[src/rtl/fetch_queue_if.sv]
// fetch_queue_if: handshake bundle between the IFU, the fetch queue and decode.
//   in_valid/in_ready/in_instr/in_pc     : IFU -> queue push side
//   out_valid/out_ready/out_instr/out_pc : queue -> decode pop side
// The master modport is the environment (IFU plus decode) and the slave modport is the queue.
interface fetch_queue_if #(
  parameter int DW = 32
);
  logic          in_valid;
  logic          in_ready;
  logic [DW-1:0] in_instr;
  logic [DW-1:0] in_pc;
  logic          out_valid;
  logic          out_ready;
  logic [DW-1:0] out_instr;
  logic [DW-1:0] out_pc;

  modport master (
    output in_valid, in_instr, in_pc, out_ready,
    input  in_ready, out_valid, out_instr, out_pc
  );

  modport slave (
    input  in_valid, in_instr, in_pc, out_ready,
    output in_ready, out_valid, out_instr, out_pc
  );
endinterface

[src/rtl/fetch_queue.sv]
// fetch_queue: instruction queue between the IFU and the decode stage.
// The queue buffers up to DEPTH {pc, instr} pairs in strict FIFO order. A flush
// discards every queued entry, so wrong-path instructions never reach decode.
// Ports:
//   clk, reset  : rising-edge clock and synchronous active-high reset
//   flush       : synchronous discard of all entries. A push or pop in the same cycle is ignored.
//   bus (slave) : in_* push handshake and out_* pop handshake. The head is shown on out_instr/out_pc.
//   count       : number of occupied entries, 0..DEPTH
//   full, empty : count == DEPTH, count == 0
module fetch_queue #(
  parameter int DEPTH = 4,
  parameter int AW    = 2,
  parameter int DW    = 32
) (
  input  logic              clk,
  input  logic              reset,
  input  logic              flush,
  fetch_queue_if.slave      bus,
  output logic [AW:0]       count,
  output logic              full,
  output logic              empty
);

  localparam logic [AW:0] DEPTH_C = (AW+1)'(DEPTH);

  logic [DW-1:0] instr_mem_r [DEPTH];
  logic [DW-1:0] pc_mem_r    [DEPTH];
  logic [AW-1:0] wr_ptr_r, wr_ptr_nxt_s;
  logic [AW-1:0] rd_ptr_r, rd_ptr_nxt_s;
  logic [AW:0]   count_r, count_nxt_s;
  logic          full_r, full_nxt_s;
  logic          empty_r, empty_nxt_s;
  logic          push_s;
  logic          pop_s;

  // in_ready is derived from registered state only, so a full queue refuses a push even while it pops.
  assign push_s = bus.in_valid & ~full_r;
  assign pop_s  = bus.out_ready & ~empty_r;

  // Next-state logic. A flush zeroes the pointers and the count, and it drops any push or pop in that cycle.
  always_comb begin
    wr_ptr_nxt_s = wr_ptr_r;
    rd_ptr_nxt_s = rd_ptr_r;
    count_nxt_s  = count_r;
    if (flush) begin
      wr_ptr_nxt_s = {AW{1'b0}};
      rd_ptr_nxt_s = {AW{1'b0}};
      count_nxt_s  = {(AW+1){1'b0}};
    end else begin
      if (push_s) begin
        wr_ptr_nxt_s = wr_ptr_r + AW'(1'b1);
      end else begin
        wr_ptr_nxt_s = wr_ptr_r;
      end
      if (pop_s) begin
        rd_ptr_nxt_s = rd_ptr_r + AW'(1'b1);
      end else begin
        rd_ptr_nxt_s = rd_ptr_r;
      end
      case ({push_s, pop_s})
        2'b10:   count_nxt_s = count_r + {{AW{1'b0}}, 1'b1};
        2'b01:   count_nxt_s = count_r - {{AW{1'b0}}, 1'b1};
        default: count_nxt_s = count_r;
      endcase
    end
    full_nxt_s  = (count_nxt_s == DEPTH_C);
    empty_nxt_s = (count_nxt_s == {(AW+1){1'b0}});
  end

  // State registers. Reset takes priority over the flush, push and pop already folded into the next-state values.
  always_ff @(posedge clk) begin
    if (reset) begin
      wr_ptr_r <= {AW{1'b0}};
      rd_ptr_r <= {AW{1'b0}};
      count_r  <= {(AW+1){1'b0}};
      full_r   <= 1'b0;
      empty_r  <= 1'b1;
    end else begin
      wr_ptr_r <= wr_ptr_nxt_s;
      rd_ptr_r <= rd_ptr_nxt_s;
      count_r  <= count_nxt_s;
      full_r   <= full_nxt_s;
      empty_r  <= empty_nxt_s;
    end
  end

  // Storage write. The contents are not reset because count decides which entries are valid.
  always_ff @(posedge clk) begin
    if (push_s & ~flush & ~reset) begin
      instr_mem_r[wr_ptr_r] <= bus.in_instr;
      pc_mem_r[wr_ptr_r]    <= bus.in_pc;
    end else begin
      instr_mem_r[wr_ptr_r] <= instr_mem_r[wr_ptr_r];
      pc_mem_r[wr_ptr_r]    <= pc_mem_r[wr_ptr_r];
    end
  end

  // Head view. There is no bypass. An empty queue shows a nop with PC 0.
  always_comb begin
    if (empty_r) begin
      bus.out_instr = {DW{1'b0}};
      bus.out_pc    = {DW{1'b0}};
    end else begin
      bus.out_instr = instr_mem_r[rd_ptr_r];
      bus.out_pc    = pc_mem_r[rd_ptr_r];
    end
  end

  assign bus.in_ready  = ~full_r;
  assign bus.out_valid = ~empty_r;
  assign count         = count_r;
  assign full          = full_r;
  assign empty         = empty_r;

endmodule

[src/flat_wrapper.sv]
// flat-port wrapper written by rule: the top's interface ports become plain ports
module fetch_queue_flat 
#(
  parameter int DEPTH = 4,
  parameter int AW    = 2,
  parameter int DW    = 32
)
  (clk, reset, flush, count, full, empty, bus_in_valid, bus_in_instr, bus_in_pc, bus_out_ready, bus_in_ready, bus_out_valid, bus_out_instr, bus_out_pc);
  fetch_queue_if #(.DW(DW)) bus_i ();
  input  logic clk;
  input  logic reset;
  input  logic flush;
  output logic [AW:0] count;
  output logic full;
  output logic empty;
  input wire logic [$bits(bus_i.in_valid)-1:0] bus_in_valid;
  input wire logic [$bits(bus_i.in_instr)-1:0] bus_in_instr;
  input wire logic [$bits(bus_i.in_pc)-1:0] bus_in_pc;
  input wire logic [$bits(bus_i.out_ready)-1:0] bus_out_ready;
  output wire logic [$bits(bus_i.in_ready)-1:0] bus_in_ready;
  output wire logic [$bits(bus_i.out_valid)-1:0] bus_out_valid;
  output wire logic [$bits(bus_i.out_instr)-1:0] bus_out_instr;
  output wire logic [$bits(bus_i.out_pc)-1:0] bus_out_pc;
  assign bus_i.in_valid = bus_in_valid;
  assign bus_i.in_instr = bus_in_instr;
  assign bus_i.in_pc = bus_in_pc;
  assign bus_i.out_ready = bus_out_ready;
  assign bus_in_ready = bus_i.in_ready;
  assign bus_out_valid = bus_i.out_valid;
  assign bus_out_instr = bus_i.out_instr;
  assign bus_out_pc = bus_i.out_pc;
  fetch_queue #(.DEPTH(DEPTH), .AW(AW), .DW(DW)) u_core (.clk(clk), .reset(reset), .flush(flush), .bus(bus_i), .count(count), .full(full), .empty(empty));
endmodule
[config.mk]
export PLATFORM = sky130hd
export DESIGN_NAME = fetch_queue_flat
export DESIGN_NICKNAME = d
export VERILOG_FILES = /design/src/rtl/fetch_queue_if.sv /design/src/rtl/fetch_queue.sv /design/src/flat_wrapper.sv
export SDC_FILE = /design/constraint.sdc
export NUM_CORES = 1
export LEC_CHECK = 0
export BUFFER_PORTS_ARGS = -buffer_cell sky130_fd_sc_hd__buf_2
export CORE_MARGIN = 4
export CORE_UTILIZATION = 51
export CTS_CLUSTER_DIAMETER = 150
export DETAILED_ROUTE_END_ITERATION = 10
export GPL_TIMING_DRIVEN = 0
export PLACE_DENSITY = 0.75
export SLEW_MARGIN = 20
export SYNTH_ARGS = -nofsm -noshare
export SYNTH_HDL_FRONTEND = slang
export SYNTH_SLANG_ARGS = --single-unit
export TNS_END_PERCENT = 5
[constraint.sdc]
create_clock -name clk -period 2.5 [get_ports clk]
set_input_delay 0.25 -clock clk [delete_from_list [all_inputs] [get_ports clk]]
set_output_delay 0.25 -clock clk [all_outputs]
set_load 0.1 [all_outputs]
==> summary.txt, run 1 <==
Yosys
  • FF+latch count, synth: 267
  • Fraction of registers with async set/reset: 0%
  • Ys flop type: edfxtp_1
  • Sequential fraction of the synthesis area: 77.7%
  • Syn nets: 534
  • Post-Syn Area: 10200 µm²
  • Synthesis Warnings: 0
  • Post-synth cell types: 26
  • Avg Synthesized Cell Area: 22.2 µm²
  • Cells after synthesis: 459
  • Post-synth EDFFs: 256

Finish
  • Design area: 13100 µm²
  • Final net count: 768
  • Final std cells w/o fill: 977
  • Share of cells above drive strength 1: 38.5%
  • Post-Route Utilization: 66.8%
  • Area added between synthesis and finish: 28.3%

Min path
  • Hold depth: 2
  • Hold Path Class: input port to register

Place
  • Routability Congestion: 0.781
  • Place WS: 0.178 ns
  • Placed cell count: 867
  • Area after DPL: 11300 µm²
  • Hpwl dp: 11500 µm
  • IO Port Bufs: 139

STA
  • Slew @ Worst Pin: 0.490 ns
  • Max-slew headroom: 67.6%
  • PnR worst setup slack: 0.0781 ns
  • Final Hold Slack: 0.0337 ns
  • Fin crit share: 96.9%
  • Fin. max-slew vios: 0
  • Setup TNS: 0 ns
  • Minimum clock period: 2.42 ns
  • Clk_skew: 0.0157 ns
  • Fmax: 413 MHz
  • RSZ-0062 raised after global routing: true
  • Final hold violation count: 0
  • Setup violators final: 0

Die
  • Core area: 19500 µm²
  • Row cnt: 51
  • Initial core utilization: 52.1%
  • Chip width: 149 µm
  • Die H: 149 µm
  • IO Pins: 140
  • Die ar.: 22300 µm²

Power and ir drop
  • Pwr dens: 744 nW/µm²
  • Static leakage: 4.56 nW
  • Max rail drop VDD: 0.000527 V
  • Pwr Total: 9.71 mW

Routing
  • Vias/cell: 5.25
  • Total wire length: 19200 µm
  • First-pass detailed-route iteration total: 4
  • Detail Route Antenna Nets: 0
  • Via Count: 5126
  • DR iter-0 viols: 375
  • WL/cell: 19.7 µm
  • # DRC: 0

Global routing
  • GRT Overall Usage: 17.4%
  • Initial antenna violation count: 0
  • First-pass GRT wire length: 30300 µm
  • Vias in the first global route: 5708
  • GRT overflow: 0
  • Largest net degree at the start of global routing: 43

Setup path
  • Critical Path RT: 2.25 ns
  • Worst Setup End Kind: primary output
  • Setup CP Type: register to primary output
  • Critical path data arrival time: 2.17 ns
  • Crit path launch type: register
  • Critical path fanouts, max: 10
  • Worst R2R Path Depth: 8

Clock tree
  • Postcts setup bufs: 0
  • Clock transition at path regs: 0.06 ns
  • Clock root buffer: clkbuf_16
  • Worst-Skew Late Latency: 0.53 ns
  • Bufs on Longest Clock Path: 3
  • Total CTS buffers: 26
  • TritonCTS Sinks: 267
  • TritonCTS clock tree: built
  • Clock H-tree levels: 1

Run
  • Maxcap violations: 0

Status
  • Outcome: complete, no violations
==> layout by cell type (no fill, tap or decap), types with 2 or more instances in the layout <==
master,instances
edfxtp_1,256
buf_2,85
mux4_2,64
and2_1,64
dlygate4sd3_1,64
buf_4,60
clkbuf_16,26
dfxtp_1,10
clkinv_2,9
buf_8,7
nor2_1,7
clkbuf_1,6
inv_1,5
clkbuf_2,5
ha_1,5
and3_4,4
bufinv_16,4
buf_16,4
xnor2_1,3
nor2b_1,2
mux2i_1,2
nand2b_1,2
==> logic make-up after synthesis <==
kind of cell    count (synthesis)  synth area share (%)
xor+xnor                        4                 0.344
compound gates                  4                 0.320
fa+ha+maj                       6                 0.812
flops                         267                  77.7
mux                            66                  14.4
simple gates                   84                  5.03
buf+inv                        28                  1.41
==> what timing repair did <==
item | CTS | global route
pin swaps | 0 | 0
endpoints found under the hold margin | 256 | 0
gates resized for setup | 62 | 31
hold buffers | 64 | 0
setup endpoints to repair | 61 | 46
==> per-layer routing <==
| layer | global-route usage (%) | up-vias | wire length [µm] | part of all wire, % |
|---|---|---|---|---|
| met5 | 0 | - | 0 | 0 |
| met3 | 3.04 | 28 | 1030 | 5.4 |
| met1 | 23.0 | 2623 | 7730 | 40 |
| li1 | - | 2327 | - | - |
| met4 | 4.26 | 0 | 312 | 1.6 |
| met2 | 30.5 | 148 | 10100 | 53 |
==> state kept, by name (all words and copies together), names as in the netlist, named ones only <==
signal and cells:
u_core.count 3, u_core.rd_ptr_r 2, u_core.pc_mem_r 128, u_core.full 1, u_core.instr_mem_r 128, u_core.empty 1, u_core.wr_ptr_r 2
==> cell type report <==
class / instances / area [µm²]
inverters: 5 / 18.8
multi-input cells: 164 / 2140
fillers: 1326 / 6470
plain buffers: 22 / 183
clock buffers: 30 / 676
flip-flops and latches: 267 / 7910
repair buffers: 207 / 1600
diodes: 1 / 2.50
clock inverters: 16 / 193
well taps: 265 / 332
==> critical path, stage by stage, from the launching register on <==
cell and delay, ns:
dfxtp_1 0.34, buf_8 0.19, buf_8 0.19, mux4_2 0.54
and2_1 0.18, buf_4 0.23
==> final timing paths <==
| check | startpoint | end | slack (ns) |
|---|---|---|---|
| worst max-delay path | register | bus_out_pc[25] | 0.08 |
| worst min-delay path | flush | u_core.full$_SDFF_PP0_ | 0.03 |
| worst max register to register | u_core.full$_SDFF_PP0_ | u_core.empty$_SDFF_PP1_ | 0.17 |
| worst min register to register | u_core.rd_ptr_r[1]$_SDFFE_PP0P_ | u_core.rd_ptr_r[1]$_SDFFE_PP0P_ | 0.53 |
==> cell usage after synthesis (2+ instances only) <==
cell type	n	area, µm²
and3_1	5	31.3
nor2_1	7	26.3
nand2b_1	2	12.5
dfxtp_1	11	220
ha_1	5	62.6
edfxtp_1	256	7690
nor2b_1	2	12.5
buf_4	6	45.0
inv_1	5	18.8
buf_2	7	35.0
mux4_2	64	1440
mux2i_1	2	20.0
clkbuf_1	9	33.8
and2_1	64	400
xnor2_1	3	26.3
==> where the power goes <==
| part | switching [mW] | internal (mW) | leakage, nW | total, mW |
|---|---|---|---|---|
| clock | 1.58 | 2.35 | 0.431 | 3.93 |
| combinational | 0.552 | 0.262 | 1.73 | 0.814 |
| sequential | 0.0155 | 4.95 | 2.40 | 4.97 |
| total | 2.15 | 7.56 | 4.56 | 9.71 |
Power figures use the tool's default switching activity.
==> inputs of run 2 (changes only) <==
--- a/config.mk
+++ b/config.mk
@@ -5,13 +5,14 @@
 export SDC_FILE = /design/constraint.sdc
 export NUM_CORES = 1
 export LEC_CHECK = 0
+export ABC_AREA = 1
 export BUFFER_PORTS_ARGS = -buffer_cell sky130_fd_sc_hd__buf_2
 export CORE_MARGIN = 4
-export CORE_UTILIZATION = 51
+export CORE_UTILIZATION = 48
 export CTS_CLUSTER_DIAMETER = 150
 export DETAILED_ROUTE_END_ITERATION = 10
 export GPL_TIMING_DRIVEN = 0
-export PLACE_DENSITY = 0.75
+export PLACE_DENSITY = 0.71
 export SLEW_MARGIN = 20
 export SYNTH_ARGS = -nofsm -noshare
 export SYNTH_HDL_FRONTEND = slang
==> summary.txt, run 2 <==
Status
  • Outcome: complete, no violations

Global routing
  • GRT Overall Usage: 19.8%
  • Initial antenna violation count: 1
  • First-pass GRT wire length: 37700 µm
  • Largest net degree at the start of global routing: 25
  • Vias in the first global route: 7147
  • GRT overflow: 0

Power and ir drop
  • Combinational Power Share: 12.5%
  • Sequential group share of total power: 49.9%
  • Net Sw Frac: 25.6%
  • Static leakage: 4.96 nW
  • Clock network power share: 37.6%
  • Pwr dens: 744 nW/µm²
  • Pint: 7.42 mW
  • Sw Pwr: 2.55 mW
  • Pwr Total: 9.98 mW
  • Max rail drop VDD: 0.000542 V

STA
  • RSZ-0062 raised after global routing: true
  • Slew @ Worst Pin: 0.750 ns
  • Final hold violation count: 0
  • Fin crit share: 99.7%
  • Clk_skew: 0.00553 ns
  • Final Hold Slack: 0.0629 ns
  • Fmax: 401 MHz
  • Setup violators final: 0
  • Minimum clock period: 2.49 ns
  • Fin. max-slew vios: 0
  • Max-slew headroom: 49.9%

Yosys
  • Post-synth top area cell: edfxtp_1
  • Sequential fraction of the synthesis area: 75.7%
  • Post-synth EDFFs: 256
  • Most frequent cell after synthesis: nor2_1
  • FF+latch count, synth: 267
  • Avg Synthesized Cell Area: 12.6 µm²
  • Top cell type's share of synthesized area: 73.6%
  • Top post-synthesis cells by count: nor2_1 (265), edfxtp_1 (256), o21ai_0 (122)
  • Cells after synthesis: 828
  • Synth Area in Adders: 0.790%
  • Post-Synth Simple-Gate Area: 10.2%
  • Synth Area in XOR/XNOR: 0%
  • Area fraction in compound gates after synthesis: 9.63%
  • Largest family of logic cells by synthesized area: simple AND/OR/NAND/NOR gates
  • Fraction of registers with async set/reset: 0%
  • Synthesis Warnings: 0
  • Synth top area cells: edfxtp_1 (74%), nor2_1 (9.5%), o21ai_0 (5.8%)
  • Ys flop type: edfxtp_1
  • Post-synth cell types: 18
  • Mux cell area share after synthesis: 0%
  • Syn nets: 903
  • Post-Syn Area: 10500 µm²

Clock tree
  • TritonCTS Sinks: 267
  • Clock transition at path regs: 0.06 ns
  • Total CTS buffers: 27
  • Worst-Skew Late Latency: 0.51 ns
  • Postcts setup bufs: 0
  • Clock H-tree levels: 1
  • Clock root buffer: clkbuf_16
  • Bufs on Longest Clock Path: 3
  • TritonCTS clock tree: built

Routing
  • DR iter-0 viols: 520
  • Total wire length: 24300 µm
  • First-pass detailed-route iteration total: 5
  • Via Count: 7057
  • WL/cell: 17.8 µm
  • # DRC: 0
  • Detail Route Antenna Nets: 0
  • Vias/cell: 5.17

Place
  • Routability Congestion: 0.723
  • IO Port Bufs: 139
  • Hpwl dp: 14500 µm

Die
  • Die ar.: 24200 µm²
  • Row cnt: 53
  • Initial core utilization: 49.2%
  • Core area: 21200 µm²
  • IO Pins: 140
  • Die H: 156 µm
  • Chip width: 156 µm

Finish
  • Area added between synthesis and finish: 28.4%
  • Share of cells above drive strength 1: 21.6%
  • Register area: 7910 µm²
  • Fillcell total: 1588
  • Commonest non-fill, non-tap cell in the layout: nor2_1
  • Final net count: 1147
  • Multi-input logic area: 2200 µm²
  • Commonest cells after routing, fill and taps aside: nor2_1 (261), edfxtp_1 (256), o21ai_0 (122)

Setup path
  • Critical path data arrival time: 2.24 ns
  • Worst Setup End Kind: primary output
  • Setup CP Type: register to primary output
  • Crit path launch type: register
  • Critical Path RT: 2.25 ns
  • Critical path fanouts, max: 10

Min path
  • Hold Path Class: input port to register

Run
  • Maxcap violations: 0
## run 2: cell types whose count changed after synthesis, sizes merged, moves of 3 or more
cell and delta:
buf +16, nand3 +5, nand2 +11, and2 -64
clkbuf +9, o21ai +132, inv +18, mux4 -64
xnor2 -3, a21oi +69, and3 -5, nor2 +258
## run 2: per-stage QoR
step                      setup TNS, ns  setup WS (ns)  std cells  cell area, µm²  util, %
final                                 0        0.00692       1364           13400     63.2
after global routing              -1.55         -0.120       1364           13400     63.2
after CTS                       -0.0745        -0.0189       1363           13400     63.0
after detailed placement              0          0.243       1253           11800     55.6
after global placement          -152.52         -0.639       1242           11500     54.4
after floorplan                  -21.80         -0.393        828           10500        -
## run 2: cells by family (layout without fill, tap and decap cells)
| kind of cell | after synthesis | in the layout |
|---|---|---|
| AO/OA/AOI/OAI | 201 | 201 |
| adder cells (fa/ha/maj) | 6 | 6 |
| other | 0 | 1 |
| flip-flops | 267 | 267 |
| AND/OR/NAND/NOR | 283 | 283 |
| buffers and inverters | 71 | 331 |
## run 2: repair_timing
| item | CTS | global route |
|---|---|---|
| hold buffers | 65 | 0 |
| resized for setup | 51 | 22 |
| endpoints found under the hold margin | 258 | 0 |
| endpoints found under the setup margin | 64 | 57 |
## run 2: metal layers
metal	part of all wire [%]	GRT usage, %	routed length (µm)
met1	41	25.9	10000
met3	6.5	3.11	1590
met2	50	34.7	12200
met4	2.0	4.96	482
met5	0	0	0
## run 2: layout make-up
type,instances,share of cell area (%)
clock buffers,30,5.12
repair buffers,215,12.9
diodes,1,0.0186
well taps,275,2.56
inverters,23,0.671
clock inverters,15,0.979
plain buffers,48,2.34
flip-flops and latches,267,59.0
multi-input cells,490,16.4
## run 2: final timing paths
| kind | start | end | slack, ns | cells past startpoint |
|---|---|---|---|---|
| worst min-delay path | flush | u_core.count[0]$_SDFF_PP0_ | 0.06 | 4 |
| worst max register to register | u_core.wr_ptr_r[0]$_SDFFE_PP0P_ | u_core.pc_mem_r[0][4]$_DFFE_PP_ | 0.63 | 5 |
| worst max-delay path | register | bus_out_instr[30] | 0.007 | 6 |
| worst min register to register | u_core.rd_ptr_r[0]$_SDFFE_PP0P_ | u_core.rd_ptr_r[0]$_SDFFE_PP0P_ | 0.48 | 1 |
## run 2: power groups by stage
| stage | clock [mW] | combinational, mW | sequential (mW) |
|---|---|---|---|
| final | 3.75 | 1.25 | 4.98 |
| after global routing | 4.03 | 1.32 | 4.98 |
| after CTS | 3.81 | 1.24 | 4.97 |
| after detailed placement | 0 | 1.13 | 5.07 |
| after global placement | 0 | 1.10 | 5.07 |
| after floorplan | 0 | 0.806 | 5.10 |
## run 2: critical path, stage by stage, from the launching register on
cell      delay, ns
dfxtp_1        0.34
inv_2          0.06
buf_4          0.18
clkbuf_1       0.40
o21ai_0        0.17
a21oi_1        0.23
buf_4          0.33
==> inputs of run 3 (changes only) <==
--- a/config.mk
+++ b/config.mk
@@ -11,7 +11,7 @@
 export CORE_UTILIZATION = 48
 export CTS_CLUSTER_DIAMETER = 150
 export DETAILED_ROUTE_END_ITERATION = 10
-export GPL_TIMING_DRIVEN = 0
+export GPL_TIMING_DRIVEN = 1
 export PLACE_DENSITY = 0.71
 export SLEW_MARGIN = 20
 export SYNTH_ARGS = -nofsm -noshare
==> summary.txt, run 3 (same netlist as run 2, synthesis figures left out) <==
Routing
  • WL/cell: 16.6 µm
  • # DRC: 0
  • Vias/cell: 5.13
  • Max layer used: met4
  • First-pass detailed-route iteration total: 7
  • Total wire length: 22100 µm
  • DR iter-0 viols: 498
  • DRT met1 WL: 9220 µm
  • Metal3 WL: 1390 µm
  • Via Count: 6805
  • Metal2 WL: 11300 µm
  • Detail Route Antenna Nets: 0

Run
  • Maxcap violations: 0

Clock tree
  • Bufs on Longest Clock Path: 3
  • Worst-Skew Late Latency: 0.52 ns
  • TritonCTS Sinks: 267
  • Clock root buffer: clkbuf_16
  • Clock transition at path regs: 0.06 ns
  • Postcts setup bufs: 0
  • Clock H-tree levels: 1
  • TritonCTS clock tree: built
  • Total CTS buffers: 27

Setup path
  • Setup CP Type: register to primary output
  • Crit path launch type: register
  • Critical path data arrival time: 2.20 ns
  • Critical path fanouts, max: 96
  • Critical Path RT: 2.25 ns
  • Worst Setup End Kind: primary output

Power and ir drop
  • Pwr dens: 734 nW/µm²
  • Pwr Total: 9.93 mW
  • Max rail drop VDD: 0.000704 V
  • Static leakage: 4.86 nW

Place
  • IO Port Bufs: 139
  • Hpwl dp: 11900 µm
  • Routability Congestion: 0.769

Die
  • Die ar.: 24200 µm²
  • Chip width: 156 µm
  • Initial core utilization: 49.2%
  • Core area: 21200 µm²
  • IO Pins: 140
  • Die H: 156 µm
  • Row cnt: 53

Min path
  • Hold Path Class: input port to register

Global routing
  • Initial antenna violation count: 1
  • Largest net degree at the start of global routing: 97
  • First-pass GRT wire length: 34100 µm
  • GRT Overall Usage: 17.6%
  • GRT overflow: 0
  • Vias in the first global route: 6693

STA
  • Final hold violation count: 0
  • Fin crit share: 98.2%
  • Fmax: 408 MHz
  • Minimum clock period: 2.45 ns
  • Max-slew headroom: 40.2%
  • Clk_skew: 0.0157 ns
  • Final Hold Slack: 0.0601 ns
  • Fin. max-slew vios: 0
  • Setup violators final: 0
  • Slew @ Worst Pin: 0.897 ns
  • RSZ-0062 raised after global routing: true

Finish
  • Share of cells above drive strength 1: 19.3%
  • Commonest non-fill, non-tap cell in the layout: nor2_1
  • Multi-input logic area: 2210 µm²
  • Commonest cells after routing, fill and taps aside: nor2_1 (261), edfxtp_1 (256), o21ai_0 (122)
  • Final net count: 1105
  • Area added between synthesis and finish: 29.4%
  • Fillcell total: 1552
  • Register area: 7920 µm²

Status
  • Outcome: complete, no violations
[run 3: timing repair]
item | 4_1_cts | 5_1_grt
hold endpoints to repair | 258 | 0
hold buffers | 65 | 0
resized for setup | 25 | 28
endpoints found under the setup margin | 25 | 35
pin swaps | 0 | 1
[run 3: layout make-up]
| cell class | instances | area share, % |
|---|---|---|
| flip-flops and latches | 267 | 58.6 |
| multi-input cells | 490 | 16.4 |
| repair buffers | 221 | 15.9 |
| clock buffers | 36 | 5.25 |
| well taps | 275 | 2.55 |
| clock inverters | 14 | 0.694 |
| inverters | 23 | 0.676 |
| diodes | 1 | 0.0185 |
[run 3: worst max-delay path, stage by stage, from the launching register on]
cell      delay (ns)
dfxtp_4         0.44
clkinv_2        0.11
buf_16          0.28
o21ai_0         0.15
a21oi_1         0.23
clkbuf_4        0.39
[run 3: worst paths after layout]
path | startpoint | end | slack (ns) | cells past startpoint
setup / recovery | register | bus_out_instr[7] | 0.05 | 5
setup reg to reg | u_core.full$_SDFF_PP0_ | u_core.empty$_SDFF_PP1_ | 0.67 | 11
hold / removal | flush | u_core.count[1]$_SDFF_PP0_ | 0.06 | 4
hold reg to reg | u_core.rd_ptr_r[1]$_SDFFE_PP0P_ | register | 0.47 | 2
[run 3: report_power, final]
group	switching [mW]	internal, mW	total (mW)	leakage, nW
combinational	0.955	0.369	1.32	2.07
sequential	0.0198	4.96	4.98	2.40
clock	1.53	2.09	3.62	0.384
total	2.51	7.42	9.93	4.86
[run 3: routing by layer]
metal,vias up,GRT usage [%]
li1,3332,-
met1,3248,23.5
met2,205,30.8
met3,20,3.13
met4,0,2.96
met5,-,0
[run 3: per-stage QoR]
stage | instances | setup slack, ns | area, µm² | TNS (ns) | utilization (%)
detailed placement | 1211 | 0.433 | 11900 | 0 | 56.1
finish | 1327 | 0.0462 | 13500 | 0 | 63.7
global placement | 1211 | 0.428 | 11900 | 0 | 56.1
floorplan | 828 | -0.393 | 10500 | -21.80 | -
global route | 1327 | -0.0646 | 13500 | -0.676 | 63.7
CTS | 1326 | 0.00350 | 13400 | 0 | 63.3
